**config.mk**
```make
export PLATFORM = sky130hd
export DESIGN_NAME = ma_window_scheduler
export DESIGN_NICKNAME = d
export VERILOG_FILES = /design/src/rtl/ma_window_scheduler.sv
export SDC_FILE = /design/constraint.sdc
export NUM_CORES = 1
export LEC_CHECK = 0
export ABC_AREA = 1
export ABC_CLOCK_PERIOD_IN_PS = 3700
export BUFFER_PORTS_ARGS = -buffer_cell sky130_fd_sc_hd__buf_2
export CAP_MARGIN = 20
export CORE_ASPECT_RATIO = 1.4
export CORE_MARGIN = 2
export CORE_UTILIZATION = 30
export DETAILED_ROUTE_END_ITERATION = 12
export PLACE_DENSITY_LB_ADDON = 0.25
export SYNTH_ARGS = -nofsm -noshare
export SYNTH_HDL_FRONTEND = slang
export SYNTH_SLANG_ARGS = --single-unit
```
**constraint.sdc**
```tcl
create_clock -name clk -period 3.7 [get_ports clk]
set_clock_uncertainty 0.15 [all_clocks]
set_input_delay 0.555 -clock clk [delete_from_list [all_inputs] [get_ports clk]]
set_output_delay 0.555 -clock clk [all_outputs]
set_load 0.03 [all_outputs]
```
**src/rtl/ma_window_scheduler.sv**
```systemverilog
// ma_window_scheduler
// Sequences the price-window datapath. Prices arrive from the upstream feed on
// a valid/ready handshake. Each accepted price is written into the 10-deep
// price memory with a one-cycle strobe. Once the memory is full, every write
// also launches the moving-average FSM. The scheduler then waits for its done
// (with a timeout) and presents the result downstream as a one-cycle pulse.
//
// Ports
//   clk          system clock, rising edge
//   rst          synchronous active-low reset
//   in_valid     upstream price valid
//   in_price     upstream price
//   in_ready     scheduler can accept a price (decoded from state)
//   mem_we       one-cycle write strobe per accepted price
//   mem_wdata    price being written; held until the next accept
//   mem_count    memory fill count (checked only, never exceeds WINDOW)
//   mem_full     memory holds WINDOW prices
//   ma_start     one-cycle start pulse to the moving-average FSM
//   ma_done      moving-average FSM completion
//   ma_avg       moving-average result
//   avg_valid    one-cycle pulse, avg_out valid
//   avg_out      latched moving average
//   err_timeout  sticky: a computation timed out (cleared by reset only)
//   win_count    number of averages delivered, wraps
//
// state     | meaning
// ----------+-------------------------------------------------------
// IDLE      | ready for a price; accept latches it into mem_wdata
// WRITE     | mem_we high for this single cycle
// SETTLE    | memory count updates; decide whether the window is full
// START     | ma_start high for this single cycle, wait counter cleared
// WAIT_DONE | waiting for ma_done, abort after TIMEOUT cycles
// OUTPUT    | avg_valid high for this single cycle, win_count bumps
module ma_window_scheduler #(
  parameter int DATA_W  = 32,
  parameter int CNT_W   = 4,
  parameter int WINDOW  = 10,
  parameter int TIMEOUT = 63
) (
  input  logic              clk,
  input  logic              rst,
  input  logic              in_valid,
  input  logic [DATA_W-1:0] in_price,
  output logic              in_ready,
  output logic              mem_we,
  output logic [DATA_W-1:0] mem_wdata,
  input  logic [CNT_W-1:0]  mem_count,
  input  logic              mem_full,
  output logic              ma_start,
  input  logic              ma_done,
  input  logic [DATA_W-1:0] ma_avg,
  output logic              avg_valid,
  output logic [DATA_W-1:0] avg_out,
  output logic              err_timeout,
  output logic [15:0]       win_count
);

  typedef enum logic [2:0] {
    S_IDLE,
    S_WRITE,
    S_SETTLE,
    S_START,
    S_WAIT_DONE,
    S_OUTPUT
  } state_t;

  state_t     state;
  state_t     state_nxt;
  logic [7:0] wait_cnt;
  logic       wait_last;
  logic       timeout_hit;
  logic       we_nxt;
  logic       start_nxt;
  logic       valid_nxt;

  // The counter holds the number of WAIT_DONE cycles already spent, so the
  // cycle in which it would reach TIMEOUT is the last one allowed.
  assign wait_last   = (wait_cnt == 8'(TIMEOUT - 1));
  assign timeout_hit = (state == S_WAIT_DONE) && !ma_done && wait_last;

  always_ff @(posedge clk) begin
    if (!rst) begin
      state <= S_IDLE;
    end else begin
      state <= state_nxt;
    end
  end

  always_comb begin
    state_nxt = state;
    case (state)
      S_IDLE:      if (in_valid) state_nxt = S_WRITE;
      S_WRITE:     state_nxt = S_SETTLE;
      S_SETTLE:    state_nxt = mem_full ? S_START : S_IDLE;
      S_START:     state_nxt = S_WAIT_DONE;
      S_WAIT_DONE: begin
        // done wins over an expiring counter in the same cycle
        if (ma_done)        state_nxt = S_OUTPUT;
        else if (wait_last) state_nxt = S_IDLE;
      end
      S_OUTPUT:    state_nxt = S_IDLE;
      default:     state_nxt = S_IDLE;
    endcase
  end

  // Strobes are registered from the next state so they are high exactly
  // during the state they belong to.
  always_comb begin
    in_ready  = (state == S_IDLE);
    we_nxt    = (state_nxt == S_WRITE);
    start_nxt = (state_nxt == S_START);
    valid_nxt = (state_nxt == S_OUTPUT);
  end

  always_ff @(posedge clk) begin
    if (!rst) begin
      mem_we      <= 1'b0;
      ma_start    <= 1'b0;
      avg_valid   <= 1'b0;
      mem_wdata   <= '0;
      avg_out     <= '0;
      err_timeout <= 1'b0;
      win_count   <= '0;
      wait_cnt    <= '0;
    end else begin
      mem_we    <= we_nxt;
      ma_start  <= start_nxt;
      avg_valid <= valid_nxt;
      if (state == S_IDLE && in_valid) mem_wdata <= in_price;
      if (state == S_START) begin
        wait_cnt <= '0;
      end else if (state == S_WAIT_DONE && !ma_done) begin
        wait_cnt <= wait_cnt + 8'd1;
      end
      if (state == S_WAIT_DONE && ma_done) avg_out <= ma_avg;
      if (timeout_hit) err_timeout <= 1'b1;
      if (valid_nxt) win_count <= win_count + 16'd1;
    end
  end

  always_ff @(posedge clk) begin
    if (rst) assert (mem_count <= CNT_W'(WINDOW));
  end

endmodule

```
==> Yosys cells after proc, flatten, opt, wreduce, memory -nomap -nowiden <==
Index checks and enable logic that the tools add are counted.
{ "word_totals": {"input_bits": 73, "output_inout_bits": 85, "elab_cells": 32, "register_bits": 95} }
{ "op_classes": {"n_addsub": 2, "n_eq_ne": 8, "reduce_logical": 7, "mux": 5, "bitwise": 1} }
{ "ops": {"columns": ["op", "count"], "rows": [
  ["adder 16 x 1 -> 16 bit, second input constant", 1],
  ["case mux 3 bit (5 select lines)", 1],
  ["== test 3 x 2 -> 1 bit, second input constant", 3],
  ["2-to-1 mux 3 bit", 3],
  ["adder 8 x 1 -> 8 bit, second input constant", 1],
  ["== test 8 x 6 -> 1 bit, second input constant", 1],
  ["== test 3 x 1 -> 1 bit, second input constant", 2],
  ["== test 3 bit, second input constant", 2],
  ["logical AND 1 bit", 4],
  ["logical NOT 3 bit", 1],
  ["2-to-1 mux 2 bit", 1],
  ["OR reduction 2 bit", 1],
  ["logical NOT 1 bit", 1],
  ["NOT 1 bit", 1]
]} }

==> Longest topological paths before layout <==
Gate-level depths: netlist (run 1).
{ "logic_depth": {"ltp_word": 5, "depth_mapped": 9} }

==> Worst setup path before layout (run 1) <==
Ideal clock, no wire load.
{ "synth_path": {"kind": "reg-to-reg", "start": "register win_count[0]", "end": "register win_count[10]", "stages_incl_launch_ff": 9, "n_path_buf": 0, "required_time_ns": 3.418, "synth_period_minus_slack_ns": 1.816, "t_arrival_ns": 1.533, "setup_time_ns": 0.132, "path_slack_ns": 1.884, "path_cell_list": "dfxtp_1 -> ha_1 -> nand2_1 -> nor2_1 -> nand2_1 -> o21ai_0 -> nand2_1 -> nand2_1 -> a21oi_1"} }
{ "synth_between": {"elab_chain_cells": 1} }
{ "synth_lines": {"columns": ["element", "line", "text"], "rows": [
  ["start: declaration", "55", "output logic [15:0] win_count"],
  ["start signal: assignment", "137", "if (valid_nxt) win_count <= win_count + 16'd1;"],
  ["adder 16 x 1 -> 16 bit", "137", null]
]} }
No other way between the ends.
A chain may end at the register's enable or synchronous reset.

==> Final worst setup path (run 1) <==
{ "layout_path": {"start": "register state[0]", "end": "output port in_ready"} }
{ "layout_between": {"elab_chain_cells": 1} }
{ "layout_lines": {"columns": ["element", "line", "text"], "rows": [
  ["start: declaration", "67", "state_t state;"],
  ["start signal: assignment", "85", "state <= state_nxt;"],
  ["logical NOT 3 bit", "109", "in_ready = (state == S_IDLE);"],
  ["end: declaration", "44", "output logic in_ready,"]
]} }
No other way between the ends.

==> metrics.txt, run 1 <==
Crit Path Class=reg2out; initial antenna violation count=0; TritonCTS clock tree=built; cells after synthesis=515; Pre-antenna DRT Iters=5; non-filler instance count after layout=809; layout cells sized above 1=0.270; Nets=730; detailed router's first-iteration violation count=153; GRT overflow=0; dpl hpwl=7010 um; Die Ht=137 um; Hold-fix buffers, CTS=0; CTS root buffer=clkbuf_16; Pleak=2.33 nW; Critical Path Source Type=register; Port-buffer cells=153; Synth Net Count=591; CP required=2.99 ns; Die Area=13700 um^2; Cell Count Post-Placement=792; GRT Overall Usage=0.149; Num CTS Buffers=9; met3 WL post-DR=513 um; # Max-Cap Violations=0; Final Total Pwr=2.38 mW; H-tree Lvls=3; Placeable Area=12400 um^2; Antenna diodes=0; synth top area cells=dfxtp_1 50%, nand2_1 10%, nor2_1 9.0%, a21oi_1 7.1%, nand3_1 6.3%; post-layout min period=2.23 ns; average routed wire per standard cell=12.8 um; global-route wire length before repair=16600 um; DRT met1 WL=4310 um; CTS clock-pin slew for the worst setup and hold paths=0.07 ns; I/O pin count=158; vias per cell=4.67; area share of the largest cell type after synthesis=0.498; vias in the first global route=3616; DRC=0; Layout area overhead=31.1%; Synth area leader=dfxtp_1; Crit Path Max Fanout=33; normalized max-slew margin=0.442; die width=99.4 um; maximum VDD drop=239 uV; Max Freq=447 MHz; Fin. Hold Viols=0; Tcrit/Tclk final=0.604; WHS=0.287 ns; Initial Utilization=0.309; CTS sink cnt=95; final setup TNS=0 ns; Unique masters post-synth=23; Vias=3781; status=finished clean; Avg Inst Size Synth=7.41 um^2; power per cell area=475 nW/um^2; unrepaired setup endpoints after global routing=no; uppermost layer routed=met4; clk_lat worst skew=0.34 ns; Core Rows=48; final setup vio count=0; wire length on met2=5230 um; flops & latches, synth=95; Critical Path End Type=output port; register area share after synthesis=0.498; post-route ant nets=0; Syn Std Cell Area=3820 um^2; Worst-Margin Slew=0.836 ns; Slew Limit Fails=0; total wire length=10300 um; largest net degree at the start of global routing=51; min-delay worst type=in2reg; synth warn=0; Longest Clk Path Bufs=2; Arr. time, crit path=1.53 ns; Core Util, Final=0.405; PostCTS Resize Cnt=0; Final GP Congestion=0.765; setup bufs post-CTS=0
-- stage by stage --
step,worst slack (ns),cell area [um^2]
global placement,1.21,4650
floorplan,1.88,3820
detailed placement,1.16,4650
finish,1.47,5010
global route,1.38,5010
CTS,1.45,4980
-- cells in the mapped netlist --
cell      instances
nand2_2           2
nor2_4            2
nor2_1           92
nand3_1          48
o21bai_1          1
ha_1              3
or2_0             1
nand2_1         103
buf_2            14
xor2_1            5
nor3_4            1
buf_6             2
dfxtp_1          95
nand4_1           6
nor3_1            4
xnor2_1           3
nor3b_1           1
clkbuf_1         13
inv_1            24
o21ai_0          39
a21oi_1          54
nor2_2            1
inv_2             1
-- power by group --
group	switching (mW)	internal, mW	leakage (nW)
logic	0.189	0.0930	1.40
clock network	0.386	0.629	0.160
registers	0.0202	1.06	0.771
-- flip-flops by register name (all words and copies together), names as in the netlist --
signal       cells
avg_out         32
avg_valid        1
err_timeout      1
ma_start         1
mem_wdata       32
mem_we           1
state            3
wait_cnt         8
win_count       16
-- kinds of logic (layout without fill, tap and decap cells) --
logic type | Yosys count | count (layout) | share of synthesized area
compound gates | 94 | 94 | 0.124
xor+xnor | 8 | 8 | 0.0183
fa+ha+maj | 3 | 3 | 0.00983
simple gates | 261 | 261 | 0.288
flops | 95 | 95 | 0.498
buf+inv | 54 | 198 | 0.0616
-- routing by layer --
layer / up-vias / global-route usage
met5: - / 0
met4: 0 / 0.0662
met3: 20 / 0.0309
met2: 103 / 0.259
met1: 1715 / 0.175
li1: 1943 / -
-- layout by cell type (no fill, tap or decap), types with 4 or more instances in the layout --
cell	count
xor2_1	5
nor2_1	92
buf_2	153
nand3_1	48
a21oi_1	54
dfxtp_1	95
nor3_1	4
o21ai_0	39
nand2_1	103
nand4_1	6
inv_1	24
clkbuf_16	9
-- cell type report --
| type | count | area, um^2 |
|---|---|---|
| fill | 1314 | 7370 |
| sequential | 95 | 1900 |
| multi-input combinational | 366 | 1680 |
| timing repair buffer | 157 | 816 |
| clock buffer | 13 | 260 |
| tap | 150 | 188 |
| inverter | 25 | 93.8 |
| clock inverter | 3 | 65.1 |
-- worst paths after layout --
| check | start | end | slack [ns] | cells after the start |
|---|---|---|---|---|
| hold / removal | ma_avg[28] | avg_out[28] | 0.29 | 3 |
| setup / recovery | state[0] | in_ready | 1.47 | 3 |
| setup reg to reg | state[0] | state[0] | 1.87 | 7 |
| hold reg to reg | mem_wdata[20] | mem_wdata[20] | 0.31 | 2 |
-- critical path: stages, from the launching register on --
cell,delay (ns)
dfxtp_1,0.37
nor3_4,0.20
buf_4,0.35
buf_2,0.27
Power figures use the tool's default switching activity.
==> inputs of run 2 (changes only) <==
Settings changed: ABC_CLOCK_PERIOD_IN_PS 3700 to 2000.
Clock period 3.7 ns to 2 ns, I/O delays scaled along.
==> run 2 against run 1 <==
Die area unchanged. Critical endpoint unchanged. Count of clock-buffer cells in the layout unchanged. Critical path depth unchanged. Combinational power up 87%. Global-route usage up 0.37 points. First-iteration DRC count down 22%. Register-to-register slack worse by 1.5 ns. Flip-flop and latch count unchanged. Final area down 0.15%. Cell count up 0.74%. Clock power up 54%.
==> metrics.txt, run 2 (synthesis gave the netlist of run 1 again) <==
GRT overflow=0; Critical Path End Type=output port; DP Worst Slack=0.416 ns; I/O pin count=158; Sw Share=0.259; Slew Limit Fails=0; Placeable Area=12400 um^2; vias per cell=4.70; largest net degree at the start of global routing=37; RR Startpoint=state[0]; total wire length=10500 um; Fin. Hold Viols=0; min-delay worst type=in2reg; Slowest cell on crit path=dfxtp_1; Final Total Pwr=4.10 mW; R2R Setup Slk=0.42 ns; Critical Path Source Type=register; unrepaired setup endpoints after global routing=no; layout cells sized above 1=0.277; Num CTS Buffers=9; DRC=0; post-route ant nets=0; Crit Path Max Fanout=33; Worst-Margin Slew=0.411 ns; status=finished clean; normalized max-slew margin=0.724; die width=99.4 um; initial antenna violation count=0; commonest cells after routing, fill and taps aside=153 x buf_2, 103 x nand2_1, 95 x dfxtp_1; Core Util, Final=0.404; Antenna diodes=0; Critical Path Source=state[0]; post-layout min period=1.84 ns; commonest non-fill, non-tap cell in the layout=buf_2; Pre-antenna DRT Iters=4; Hold-fix buffers, CTS=0; non-filler instance count after layout=815; Die Ht=137 um; average routed wire per standard cell=12.9 um; Layout area overhead=30.9%; H-tree Lvls=3; clk_lat worst skew=0.33 ns; power per cell area=820 nW/um^2; critical path, cell by cell=nor3_4 > buf_12 > buf_2; global-route wire length before repair=16800 um; Seq pwr share=0.488; Arr. time, crit path=1.39 ns; Regs by FF count=avg_out x32, mem_wdata x32, win_count x16; PostCTS Resize Cnt=0; GRT Overall Usage=0.152; Port-buffer cells=153; Initial Utilization=0.309; Crit Path Class=reg2out; Max Freq=543 MHz; Nets=738; Clock power frac=0.384; # Max-Cap Violations=0; combinational share of power=0.128; reg2reg path depth=6; CTS root buffer=clkbuf_16; CP endpoint=in_ready; CTS clock-pin slew for the worst setup and hold paths=0.06 ns; final setup TNS=0 ns; maximum VDD drop=362 uV; TritonCTS clock tree=built; Int Pwr=3.04 mW; vias in the first global route=3590; Cell Count Post-Placement=801; Die Area=13700 um^2; Vias=3832; reg2reg end=win_count[2]; setup bufs post-CTS=0; Final GP Congestion=0.785; Max stage delay on crit path=0.36 ns; dpl hpwl=7560 um; detailed router's first-iteration violation count=119; final setup vio count=0; Tcrit/Tclk final=0.920; Longest Clk Path Bufs=2; CP required=1.55 ns; setup ws final=0.160 ns; switching pwr=1.06 mW; Pleak=2.34 nW; Core Rows=48; CTS sink cnt=95
==> run 2: cell count changes in the layout (fill, tap and decap cells not counted), sizes merged <==
cell	previous run	this run
bufinv	2	0
buf	157	165
==> run 2: worst min path at each step <==
stage | endpoint | depth (start not counted) | slack (ns) | start
after floorplan | avg_out[25] | 2 | 0.28 | ma_avg[25]
after global placement | mem_wdata[30] | 2 | 0.30 | mem_wdata[30]
after detailed placement | mem_wdata[26] | 2 | 0.30 | mem_wdata[26]
after CTS | avg_out[0] | 3 | 0.02 | ma_avg[0]
after global routing | avg_out[16] | 3 | 0.04 | ma_avg[16]
final | avg_out[12] | 3 | 0.03 | ma_avg[12]
==> run 2: metrics by stage <==
step,area [um^2],hold WS (ns)
2_1_floorplan,3820,0.285
3_3_place_gp,4730,0.297
3_5_place_dp,4730,0.299
4_1_cts,5000,0.0203
5_1_grt,5000,0.0377
6_report,5000,0.0315
==> run 2: final cells by class <==
cell class | instances | area (um^2)
flip-flops and latches | 95 | 1900
multi-input cells | 366 | 1680
clock inverters | 1 | 5.00
clock buffers | 13 | 260
inverters | 25 | 93.8
repair buffers | 165 | 868
well taps | 150 | 188
fillers | 1333 | 7370
==> run 2: critical path: cells and delay by family (launching register included) <==
kind | cells | cell delay, ns
buffers and inverters | 2 | 0.43
AND/OR/NAND/NOR | 1 | 0.25
flip-flops | 1 | 0.36
==> run 2: power groups by stage <==
| stage | sequential, mW | combinational, mW | clock, mW |
|---|---|---|---|
| after floorplan | 2.17 | 0.200 | 0 |
| after global placement | 2.04 | 0.523 | 0 |
| after detailed placement | 2.04 | 0.531 | 0 |
| after CTS | 2.00 | 0.531 | 1.63 |
| after global routing | 2.01 | 0.572 | 1.70 |
| final | 2.00 | 0.525 | 1.57 |
==> run 2: layer usage <==
metal  wire [um]  GRT usage
met4         327     0.0769
met2        5340      0.258
met1        4400      0.180
met3         486     0.0350
met5           0          0
==> inputs of run 3 (changes only) <==
Settings changed: CORE_UTILIZATION 30 to 43, CTS_CLUSTER_SIZE set to 10.
==> run 3 against run 2 <==
First-iteration DRC count rose by 58%. Flip-flop and latch count did not move. Critical path type unchanged. Maximum frequency rose by 7.3%. Via count fell by 0.47%. Highest routed layer unchanged. Hold slack improved by 0.011 ns.
==> metrics.txt, run 3 (synthesis gave the netlist of run 1 again) <==
vias per cell=4.95; I/O pin count=158; Hold-fix buffers, CTS=0; final setup TNS=0 ns; Nets=740; critical path, cell by cell=nor3_4 > buf_2; Placeable Area=8610 um^2; normalized max-slew margin=0.709; Regs by FF count=avg_out x32, mem_wdata x32, win_count x16; Worst path top cell family by delay=flip-flops; Port-buffer cells=153; Vias=3814; Worst Hold Depth=3; TritonCTS clock tree=built; unrepaired setup endpoints after global routing=no; layout cells sized above 1=0.278; maximum VDD drop=584 uV; die width=83.6 um; Core Util, Final=0.577; H-tree Lvls=3; Die Area=9660 um^2; Tcrit/Tclk final=0.858; total wire length=9610 um; Critical Path End Type=output port; initial antenna violation count=0; Fin. Hold Viols=0; Crit Path Class=reg2out; Max Freq=583 MHz; CTS sink cnt=95; Critical Path Source Type=register; Pleak=2.35 nW; commonest non-fill, non-tap cell in the layout=buf_2; Arr. time, crit path=1.27 ns; Core Rows=40; Worst-Margin Slew=0.433 ns; commonest cells after routing, fill and taps aside=153 x buf_2, 103 x nand2_1, 95 x dfxtp_1; GRT Overall Usage=0.194; DP Worst Slack=0.355 ns; Crit Path Max Fanout=5; Final GP Congestion=0.821; Slowest cell on crit path=dfxtp_1; status=finished clean; dpl hpwl=6900 um; PostCTS Resize Cnt=0; Final Total Pwr=4.24 mW; GRT overflow=0; CTS clock-pin slew for the worst setup and hold paths=0.06 ns; Initial Utilization=0.444; CP Depth=2; setup bufs post-CTS=0; setup ws final=0.285 ns; non-filler instance count after layout=770; Cell Count Post-Placement=758; reg2reg path depth=6; final setup vio count=0; Antenna diodes=0; Pre-antenna DRT Iters=4; post-layout min period=1.72 ns; vias in the first global route=3571; min-delay worst type=in2reg; CP required=1.55 ns; CTS root buffer=clkbuf_16; Die Ht=116 um; largest net degree at the start of global routing=36; Fillers=843; detailed router's first-iteration violation count=188; # Max-Cap Violations=0; power per cell area=853 nW/um^2; Longest Clk Path Bufs=2; Slew Limit Fails=0; post-route ant nets=0; clk_lat worst skew=0.33 ns; average routed wire per standard cell=12.5 um; DRC=0; Layout area overhead=30.1%; CP Buf/Inv Count=1; Num CTS Buffers=9; global-route wire length before repair=15400 um; Max stage delay on crit path=0.36 ns
## run 3: final cells by class
cell class | count | area [um^2] | area share
flip-flops and latches | 95 | 1900 | 0.383
multi-input cells | 366 | 1680 | 0.338
repair buffers | 167 | 871 | 0.175
clock buffers | 10 | 229 | 0.0461
well taps | 105 | 131 | 0.0264
inverters | 25 | 93.8 | 0.0189
clock inverters | 2 | 60.1 | 0.0121
## run 3: path summary, 6_finish.rpt
kind,from,to,slack (ns)
hold / removal,ma_avg[6],avg_out[6],0.04
setup / recovery,state[0],in_ready,0.28
setup reg to reg,state[0],win_count[2],0.35
hold reg to reg,mem_wdata[12],mem_wdata[12],0.31
## run 3: layer usage
layer  share of wire  global-route usage  wire length [um]
met3           0.051              0.0491               489
met2            0.49               0.339              4740
met4           0.037               0.108               359
met1            0.42               0.218              4020
met5               0                   0                 0
## run 3: worst register-to-register path: stages (launching register included)
cell and delay [ns]:
dfxtp_1 0.36, nor2_1 0.14, nand2_2 0.11, nor2_4 0.26
buf_4 0.32, o21ai_0 0.12, a21oi_1 0.13
## run 3: power breakdown
group	total, mW	leakage, nW	internal [mW]	switching [mW]
clock	1.72	0.140	1.07	0.648
combinational	0.521	1.44	0.176	0.344
sequential	2.00	0.771	1.96	0.0376
## run 3: metrics by stage
stage               cell area (um^2)  hold slack (ns)
global placement                4680            0.295
detailed placement              4680            0.300
CTS                             4970           0.0360
global route                    4970           0.0351
floorplan                       3820            0.285
finish                          4970           0.0421
